===== src/rtl/xt_bus_fifo_target_if.sv =====
// XT-bus chipset-side signal bundle for an 8-bit I/O target.
// The master drives strobes, address and write data. The slave returns read data, ready, DRQ and IRQ.
interface xt_bus_fifo_target_if;
  logic [19:0] address;
  logic [7:0]  internal_data_bus;
  logic        io_read_n;
  logic        io_write_n;
  logic        address_enable_n;
  logic        dma_acknowledge_n;
  logic        terminal_count_n;
  logic [7:0]  data_bus_out;
  logic        data_bus_out_from_chipset;
  logic        io_channel_ready;
  logic        dma_request;
  logic        interrupt_request;

  modport master (
    output address, internal_data_bus, io_read_n, io_write_n,
           address_enable_n, dma_acknowledge_n, terminal_count_n,
    input  data_bus_out, data_bus_out_from_chipset, io_channel_ready,
           dma_request, interrupt_request
  );

  modport slave (
    input  address, internal_data_bus, io_read_n, io_write_n,
           address_enable_n, dma_acknowledge_n, terminal_count_n,
    output data_bus_out, data_bus_out_from_chipset, io_channel_ready,
           dma_request, interrupt_request
  );
endinterface


===== src/rtl/xt_bus_fifo_target.sv =====
// XT-bus I/O target: 4-port register window over RX/TX byte FIFOs.
// Provides wait-state insertion, single-transfer DMA and a level IRQ.
module xt_bus_fifo_target #(
  parameter logic [19:0] BASE_ADDR   = 20'h00300,
  parameter int          FIFO_DEPTH  = 16,
  parameter int          WAIT_STATES = 2
) (
  input  logic                       i_clock,
  input  logic                       i_reset,
  xt_bus_fifo_target_if.slave        bus,
  input  logic [7:0]                 i_in_data,
  input  logic                       i_in_valid,
  output logic                       o_in_ready,
  output logic [7:0]                 o_out_data,
  output logic                       o_out_valid,
  input  logic                       i_out_ready
);
  localparam int AW  = $clog2(FIFO_DEPTH);
  localparam int WCW = (WAIT_STATES > 1) ? $clog2(WAIT_STATES) : 1;
  localparam logic [AW:0] DEPTH_V = (AW+1)'(FIFO_DEPTH);

  typedef enum logic [1:0] {S_IDLE, S_WAIT, S_ACTIVE, S_HOLD} state_t;

  function automatic logic [7:0] sat_count(input logic [AW:0] c);
    if (32'(c) > 32'd255) return 8'hFF;
    return 8'(c);
  endfunction

  state_t           r_state, w_next;
  logic [WCW-1:0]   r_wait_cnt;
  logic             r_armed, r_is_read, r_is_dma;
  logic [1:0]       r_reg;
  logic [3:0]       r_ctrl;
  logic             r_tx_dropped, r_tc_seen, r_drq, r_irq;
  logic [7:0]       r_rdata;
  logic [7:0]       r_rx_mem [FIFO_DEPTH];
  logic [7:0]       r_tx_mem [FIFO_DEPTH];
  logic [AW:0]      r_rx_wr, r_rx_rd, r_tx_wr, r_tx_rd;

  logic w_one_strobe, w_strobes_high, w_hit, w_dma_sel, w_cpu_sel, w_start;
  logic w_act, w_ready, w_drive;
  logic [AW:0] w_rx_count, w_tx_count;
  logic w_rx_full, w_rx_not_empty, w_tx_full, w_tx_empty;
  logic w_rx_push, w_rx_pop, w_tx_push_req, w_tx_push, w_tx_pop;
  logic [7:0] w_rd_mux;

  // Cycle selection: exactly one strobe low; DACK takes precedence over CPU decode.
  assign w_one_strobe   = bus.io_read_n ^ bus.io_write_n;
  assign w_strobes_high = bus.io_read_n & bus.io_write_n;
  assign w_hit          = (bus.address[19:2] == BASE_ADDR[19:2]);
  assign w_dma_sel      = ~bus.dma_acknowledge_n & w_one_strobe;
  assign w_cpu_sel      = ~bus.address_enable_n & w_hit & w_one_strobe;
  assign w_start        = r_armed & (w_dma_sel | w_cpu_sel);
  assign w_act          = (r_state == S_ACTIVE);

  assign w_rx_count     = r_rx_wr - r_rx_rd;
  assign w_tx_count     = r_tx_wr - r_tx_rd;
  assign w_rx_full      = (w_rx_count == DEPTH_V);
  assign w_tx_full      = (w_tx_count == DEPTH_V);
  assign w_rx_not_empty = (r_rx_wr != r_rx_rd);
  assign w_tx_empty     = (r_tx_wr == r_tx_rd);

  assign w_rx_push      = i_in_valid & ~w_rx_full;
  assign w_rx_pop       = w_act & r_is_read & (r_reg == 2'd0) & w_rx_not_empty;
  assign w_tx_push_req  = w_act & ~r_is_read & (r_reg == 2'd0);
  assign w_tx_push      = w_tx_push_req & ~w_tx_full;
  assign w_tx_pop       = ~w_tx_empty & i_out_ready;

  always_ff @(posedge i_clock) begin
    if (i_reset) r_state <= S_IDLE;
    else         r_state <= w_next;
  end

  always_comb begin
    w_next = r_state;
    case (r_state)
      S_IDLE:   if (w_start) w_next = (WAIT_STATES == 0) ? S_ACTIVE : S_WAIT;
      S_WAIT:   if (r_wait_cnt == WCW'(WAIT_STATES - 1)) w_next = S_ACTIVE;
      S_ACTIVE: w_next = S_HOLD;
      S_HOLD:   if (w_strobes_high) w_next = S_IDLE;
      default:  w_next = S_IDLE;
    endcase
  end

  always_comb begin
    w_ready = 1'b1;
    w_drive = 1'b0;
    case (r_state)
      S_WAIT:           begin w_ready = 1'b0; w_drive = r_is_read; end
      S_ACTIVE, S_HOLD: w_drive = r_is_read;
      default:          ;
    endcase
  end

  // A strobe still low when reset releases must go high before it can start a cycle.
  always_ff @(posedge i_clock) begin
    if (i_reset) begin
      r_armed    <= 1'b0;
      r_wait_cnt <= '0;
      r_is_read  <= 1'b0;
      r_is_dma   <= 1'b0;
      r_reg      <= 2'd0;
    end else begin
      if (w_strobes_high) r_armed <= 1'b1;
      r_wait_cnt <= (r_state == S_WAIT) ? r_wait_cnt + 1'b1 : '0;
      if (r_state == S_IDLE && w_start) begin
        r_is_read <= ~bus.io_read_n;
        r_is_dma  <= w_dma_sel;
        r_reg     <= w_dma_sel ? 2'd0 : bus.address[1:0];
      end
    end
  end

  always_comb begin
    case (r_reg)
      2'd0:    w_rd_mux = w_rx_not_empty ? r_rx_mem[r_rx_rd[AW-1:0]] : 8'hFF;
      2'd1:    w_rd_mux = {4'b0, r_tc_seen, r_tx_dropped, ~w_tx_full, w_rx_not_empty};
      2'd2:    w_rd_mux = {4'b0, r_ctrl};
      default: w_rd_mux = sat_count(w_rx_count);
    endcase
  end

  always_ff @(posedge i_clock) begin
    if (i_reset) begin
      r_ctrl       <= 4'd0;
      r_tx_dropped <= 1'b0;
      r_tc_seen    <= 1'b0;
      r_rdata      <= 8'hFF;
    end else begin
      if (w_act & r_is_read) r_rdata <= w_rd_mux;
      if (w_act & ~r_is_read) begin
        if (r_reg == 2'd1) begin
          if (bus.internal_data_bus[2]) r_tx_dropped <= 1'b0;
          if (bus.internal_data_bus[3]) r_tc_seen    <= 1'b0;
        end
        if (r_reg == 2'd2) r_ctrl <= bus.internal_data_bus[3:0];
      end
      if (w_tx_push_req & w_tx_full) r_tx_dropped <= 1'b1;
      if (w_act & r_is_dma & ~bus.terminal_count_n) r_tc_seen <= 1'b1;
    end
  end

  always_ff @(posedge i_clock) begin
    if (i_reset) begin
      r_rx_wr <= '0;
      r_rx_rd <= '0;
      r_tx_wr <= '0;
      r_tx_rd <= '0;
    end else begin
      if (w_rx_push) r_rx_wr <= r_rx_wr + 1'b1;
      if (w_rx_pop)  r_rx_rd <= r_rx_rd + 1'b1;
      if (w_tx_push) r_tx_wr <= r_tx_wr + 1'b1;
      if (w_tx_pop)  r_tx_rd <= r_tx_rd + 1'b1;
    end
  end

  always_ff @(posedge i_clock) begin
    if (w_rx_push) r_rx_mem[r_rx_wr[AW-1:0]] <= i_in_data;
    if (w_tx_push) r_tx_mem[r_tx_wr[AW-1:0]] <= bus.internal_data_bus;
  end

  // DRQ is withheld while a bus cycle is in flight and while DACK is asserted.
  always_ff @(posedge i_clock) begin
    if (i_reset) begin
      r_drq <= 1'b0;
      r_irq <= 1'b0;
    end else begin
      r_drq <= r_ctrl[2] & ~r_tc_seen & (r_ctrl[3] ? ~w_tx_full : w_rx_not_empty)
               & (r_state == S_IDLE) & bus.dma_acknowledge_n;
      r_irq <= (r_ctrl[0] & w_rx_not_empty) | (r_ctrl[1] & w_tx_empty)
               | (r_ctrl[2] & r_tc_seen);
    end
  end

  assign bus.data_bus_out              = r_rdata;
  assign bus.data_bus_out_from_chipset = w_drive;
  assign bus.io_channel_ready          = w_ready;
  assign bus.dma_request               = r_drq;
  assign bus.interrupt_request         = r_irq;
  assign o_in_ready                    = ~w_rx_full;
  assign o_out_data                    = r_tx_mem[r_tx_rd[AW-1:0]];
  assign o_out_valid                   = ~w_tx_empty;
endmodule


===== src/flat_wrapper.sv =====
// flat-port wrapper written by rule: the top's interface ports become plain ports
module xt_bus_fifo_target_flat 
#(
  parameter logic [19:0] BASE_ADDR   = 20'h00300,
  parameter int          FIFO_DEPTH  = 16,
  parameter int          WAIT_STATES = 2
)
  (i_clock, i_reset, i_in_data, i_in_valid, o_in_ready, o_out_data, o_out_valid, i_out_ready, bus_address, bus_internal_data_bus, bus_io_read_n, bus_io_write_n, bus_address_enable_n, bus_dma_acknowledge_n, bus_terminal_count_n, bus_data_bus_out, bus_data_bus_out_from_chipset, bus_io_channel_ready, bus_dma_request, bus_interrupt_request);
  xt_bus_fifo_target_if bus_i ();
  input  logic i_clock;
  input  logic i_reset;
  input  logic [7:0] i_in_data;
  input  logic i_in_valid;
  output logic o_in_ready;
  output logic [7:0] o_out_data;
  output logic o_out_valid;
  input  logic i_out_ready;
  input wire logic [$bits(bus_i.address)-1:0] bus_address;
  input wire logic [$bits(bus_i.internal_data_bus)-1:0] bus_internal_data_bus;
  input wire logic [$bits(bus_i.io_read_n)-1:0] bus_io_read_n;
  input wire logic [$bits(bus_i.io_write_n)-1:0] bus_io_write_n;
  input wire logic [$bits(bus_i.address_enable_n)-1:0] bus_address_enable_n;
  input wire logic [$bits(bus_i.dma_acknowledge_n)-1:0] bus_dma_acknowledge_n;
  input wire logic [$bits(bus_i.terminal_count_n)-1:0] bus_terminal_count_n;
  output wire logic [$bits(bus_i.data_bus_out)-1:0] bus_data_bus_out;
  output wire logic [$bits(bus_i.data_bus_out_from_chipset)-1:0] bus_data_bus_out_from_chipset;
  output wire logic [$bits(bus_i.io_channel_ready)-1:0] bus_io_channel_ready;
  output wire logic [$bits(bus_i.dma_request)-1:0] bus_dma_request;
  output wire logic [$bits(bus_i.interrupt_request)-1:0] bus_interrupt_request;
  assign bus_i.address = bus_address;
  assign bus_i.internal_data_bus = bus_internal_data_bus;
  assign bus_i.io_read_n = bus_io_read_n;
  assign bus_i.io_write_n = bus_io_write_n;
  assign bus_i.address_enable_n = bus_address_enable_n;
  assign bus_i.dma_acknowledge_n = bus_dma_acknowledge_n;
  assign bus_i.terminal_count_n = bus_terminal_count_n;
  assign bus_data_bus_out = bus_i.data_bus_out;
  assign bus_data_bus_out_from_chipset = bus_i.data_bus_out_from_chipset;
  assign bus_io_channel_ready = bus_i.io_channel_ready;
  assign bus_dma_request = bus_i.dma_request;
  assign bus_interrupt_request = bus_i.interrupt_request;
  xt_bus_fifo_target #(.BASE_ADDR(BASE_ADDR), .FIFO_DEPTH(FIFO_DEPTH), .WAIT_STATES(WAIT_STATES)) u_core (.i_clock(i_clock), .i_reset(i_reset), .bus(bus_i), .i_in_data(i_in_data), .i_in_valid(i_in_valid), .o_in_ready(o_in_ready), .o_out_data(o_out_data), .o_out_valid(o_out_valid), .i_out_ready(i_out_ready));
endmodule

===== config.mk =====
export PLATFORM = sky130hd
export DESIGN_NAME = xt_bus_fifo_target_flat
export DESIGN_NICKNAME = d
export VERILOG_FILES = /design/src/rtl/xt_bus_fifo_target_if.sv /design/src/rtl/xt_bus_fifo_target.sv /design/src/flat_wrapper.sv
export SDC_FILE = /design/constraint.sdc
export NUM_CORES = 1
export LEC_CHECK = 0
export BUFFER_PORTS_ARGS = -buffer_cell sky130_fd_sc_hd__buf_2
export CORE_MARGIN = 5
export CORE_UTILIZATION = 55
export CTS_BUF_LIST = sky130_fd_sc_hd__clkbuf_2 sky130_fd_sc_hd__clkbuf_4 sky130_fd_sc_hd__clkbuf_8
export CTS_CLUSTER_SIZE = 24
export DETAILED_ROUTE_END_ITERATION = 12
export PLACE_DENSITY = 0.76
export RECOVER_POWER = 25
export SLEW_MARGIN = 10
export SYNTH_ARGS = -nofsm -noshare
export SYNTH_HDL_FRONTEND = slang
export SYNTH_SLANG_ARGS = --single-unit

===== constraint.sdc =====
create_clock -name i_clock -period 2.55 [get_ports i_clock]
set_input_delay 0.6375 -clock i_clock [delete_from_list [all_inputs] [get_ports i_clock]]
set_output_delay 0.6375 -clock i_clock [all_outputs]
set_load 0.01 [all_outputs]

==> impl_metrics.toml <==
[outcome]
status = "complete, but fails checks"
violations = "negative setup slack"

[logic_synthesis]
yosysTopAreaCellShare = 0.616
synth_seq_cells = 308
yosysWarningCount = 0
syn_avg_cell_area_um2 = 17.3
synthArstFlopShare = 0
syn-num-nets = 792
netlist_top_cells_count = "256 x edfxtp_1, 73 x mux4_2, 59 x nor2_1, 52 x dfxtp_1, 24 x nand2_1"
synth_cells = 723
netlist.top_cell.by_area = "edfxtp_1"
synth_edf_count = 256
synthFlopType = "edfxtp_1"
synth_area_um2 = 12500
yosys-top-cells-area = "edfxtp_1 62%, mux4_2 13%, dfxtp_1 8.3%"
synth.yosys.seq_area_share = 0.699
ys_types = 47
synth.most_common_cell = "edfxtp_1"

[sta]
finalHoldViolCount = 0
skew_ns = 0.0140
tns_ns = -6.10
timing.final.ws_setup_ns = -0.496
worst_slew_pin_slew_ns = 0.880
period_minus_slack_ns = 3.05
setup_viol = 109
fmax_mhz = 328
rsz0062_at_grt = "yes"
slew_headroom = 0.412
fin_crit_sh = 1.19
maxSlewViolCount = 0

[flow_run]
maxCapViolCount = 0

[routing]
drtIter0Drc = 559
vias_per_cell = 5.84
drc = 0
ant_nets = 0
wl_per_cell_um = 22.0
drt_first_pass_iters = 5
vias = 6995
wl_mm = 26.3

[setup_path]
worstPathRequired_ns = 1.91
crit_buf_inv = 4
worstSetupPathType = "register to output port"
cp.arrival_ns = 2.41
worst_path_max_delay_cell = "or3_1"
worst-path-max-fanout = 2
max_stage_delay_ns = 0.38
crit_path_frequent_cell = "inv_2"
end_kind = "output port"
crit_family = "simple AND/OR/NAND/NOR gates"
startpoint_type = "register"
cp_cell_sequence = "inv_2, ha_4, inv_2, fa_2, buf_6, xnor2_4, nand3b_1, or3_1, buf_2"

[floorplan]
io_pins = 67
initial_core_util = 0.555
die_area_um2 = 25800
fp.dieW_um = 161
design.core.area_um2 = 22500
dieHeight_um = 161
rows = 55

[global_route]
grt_pass1_wl_mm = 41.1
busiest_layer = "met2"
grt_start_max_net_pins = 44
antenna_found_initial = 0
grt_pass1_vias = 7403
overflow = 0
grt_use_met3 = 0.0359
grt_use_total = 0.205
met1_usage = 0.256
use_met2 = 0.363

[pwr]
power.density_nw_per_um2 = 691
ir_drop_uv = 703
p_leak_uw = 0.00503
power_uw = 10300

[placement]
place_inst = 1099
pre_cts_ws_ns = -0.0882
place_hpwl_mm = 17.3
place_congestion = 0.876
port-buffer-count = 66

[clock_network]
clk_path_buf_depth = 3
clk_latency_ns = 0.55
ctsHtreeMaxLevel = 2
path_clk_slew_ns = 0.07
cts_hold_buf = 0
numCtsBuffers = 47
cts-root-buf = "clkbuf_8"
cts_tree = "built"
cts_sinks = 308

[layout]
area_growth_pct = 20.0
nets = 944
layout-drive-gt1-share = 0.359
fillers = 1447
final_cells = 1198
antenna-diode-count = 0

[min_path]
min_path_type = "primary input to register"
==> metal layers <==
metal / up-vias / part of all wire
met1: 3531 / 0.38
met3: 46 / 0.060
met4: 0 / 0.024
li1: 3158 / -
met2: 260 / 0.53
met5: - / 0
==> layout by cell type (no fill, tap or decap), drive strengths merged, types with 6 or more instances in the layout <==
cell type    n
a21oi       19
buf        128
a211oi      13
xor2         7
nor2        59
mux4        73
ha          23
nor4         6
inv         19
o31ai        6
dfxtp       52
edfxtp     256
o21ai        9
mux2i       14
nand2b       8
nor3        14
nor2b       20
clkbuf      76
xnor2       11
nand4        6
nand2       24
clkinv      12
and3        15
==> stage by stage <==
stage,utilization,instance area [µm²],hold slack [ns]
after floorplan,-,12500,0.443
after global placement,0.603,13600,0.474
after detailed placement,0.603,13600,0.476
after CTS,0.657,14800,0.276
after global routing,0.665,15000,0.272
final,0.665,15000,0.293
==> area by class of cell <==
cell class | count | area (µm²) | share of cell area
Clock buffer | 68 | 830 | 0.0554
Sequential cell | 308 | 8740 | 0.584
Clock inverter | 19 | 218 | 0.0145
Inverter | 18 | 67.6 | 0.00451
Multi-Input combinational cell | 364 | 3750 | 0.251
Tap cell | 285 | 357 | 0.0238
Timing Repair Buffer | 136 | 1010 | 0.0674
==> logic make-up (layout without fill, tap and decap cells) <==
kind of cell	count (synthesis)	after routing	share of synthesized area
AO/OA/AOI/OAI	66	66	0.0357
XOR/XNOR	18	18	0.0126
adder cells (fa/ha/maj)	24	24	0.0247
buffers and inverters	51	241	0.0167
flip-flops	308	308	0.699
multiplexers	89	89	0.145
AND/OR/NAND/NOR	167	167	0.0663
==> power breakdown <==
group,internal (µW),switching (µW)
sequential,5480,18.0
clock,2610,1820
combinational,173,234
total,8260,2080
==> worst reg2reg max path, cell delays in order (launching register included) <==
cell     delay [ns]
dfxtp_2        0.32
inv_2          0.08
ha_4           0.14
inv_2          0.05
fa_2           0.35
a21o_1         0.18
a21oi_2        0.18
xnor2_2        0.08
buf_4          0.16
o31a_1         0.36
buf_12         0.17
and3_4         0.18
buf_12         0.13
==> repair_timing <==
action,4_1_cts,5_1_grt
cloned,1,0
pin swaps,5,10
endpoints found under the setup margin,114,222
gates resized for setup,31,29
setup buffers,4,7
==> final timing paths <==
| kind | from | endpoint | slack (ns) | cells past startpoint |
|---|---|---|---|---|
| max reg2reg | u_core.r_rx_wr[0] | u_core.r_rx_mem[0][4] | -0.07 | 12 |
| max | u_core.r_rx_wr[0] | o_in_ready | -0.50 | 9 |
| min reg2reg | u_core.r_wait_cnt | u_core.r_wait_cnt | 0.49 | 2 |
| min | bus_io_read_n | u_core.r_is_read | 0.29 | 2 |
(Power assumes the default switching activity.)
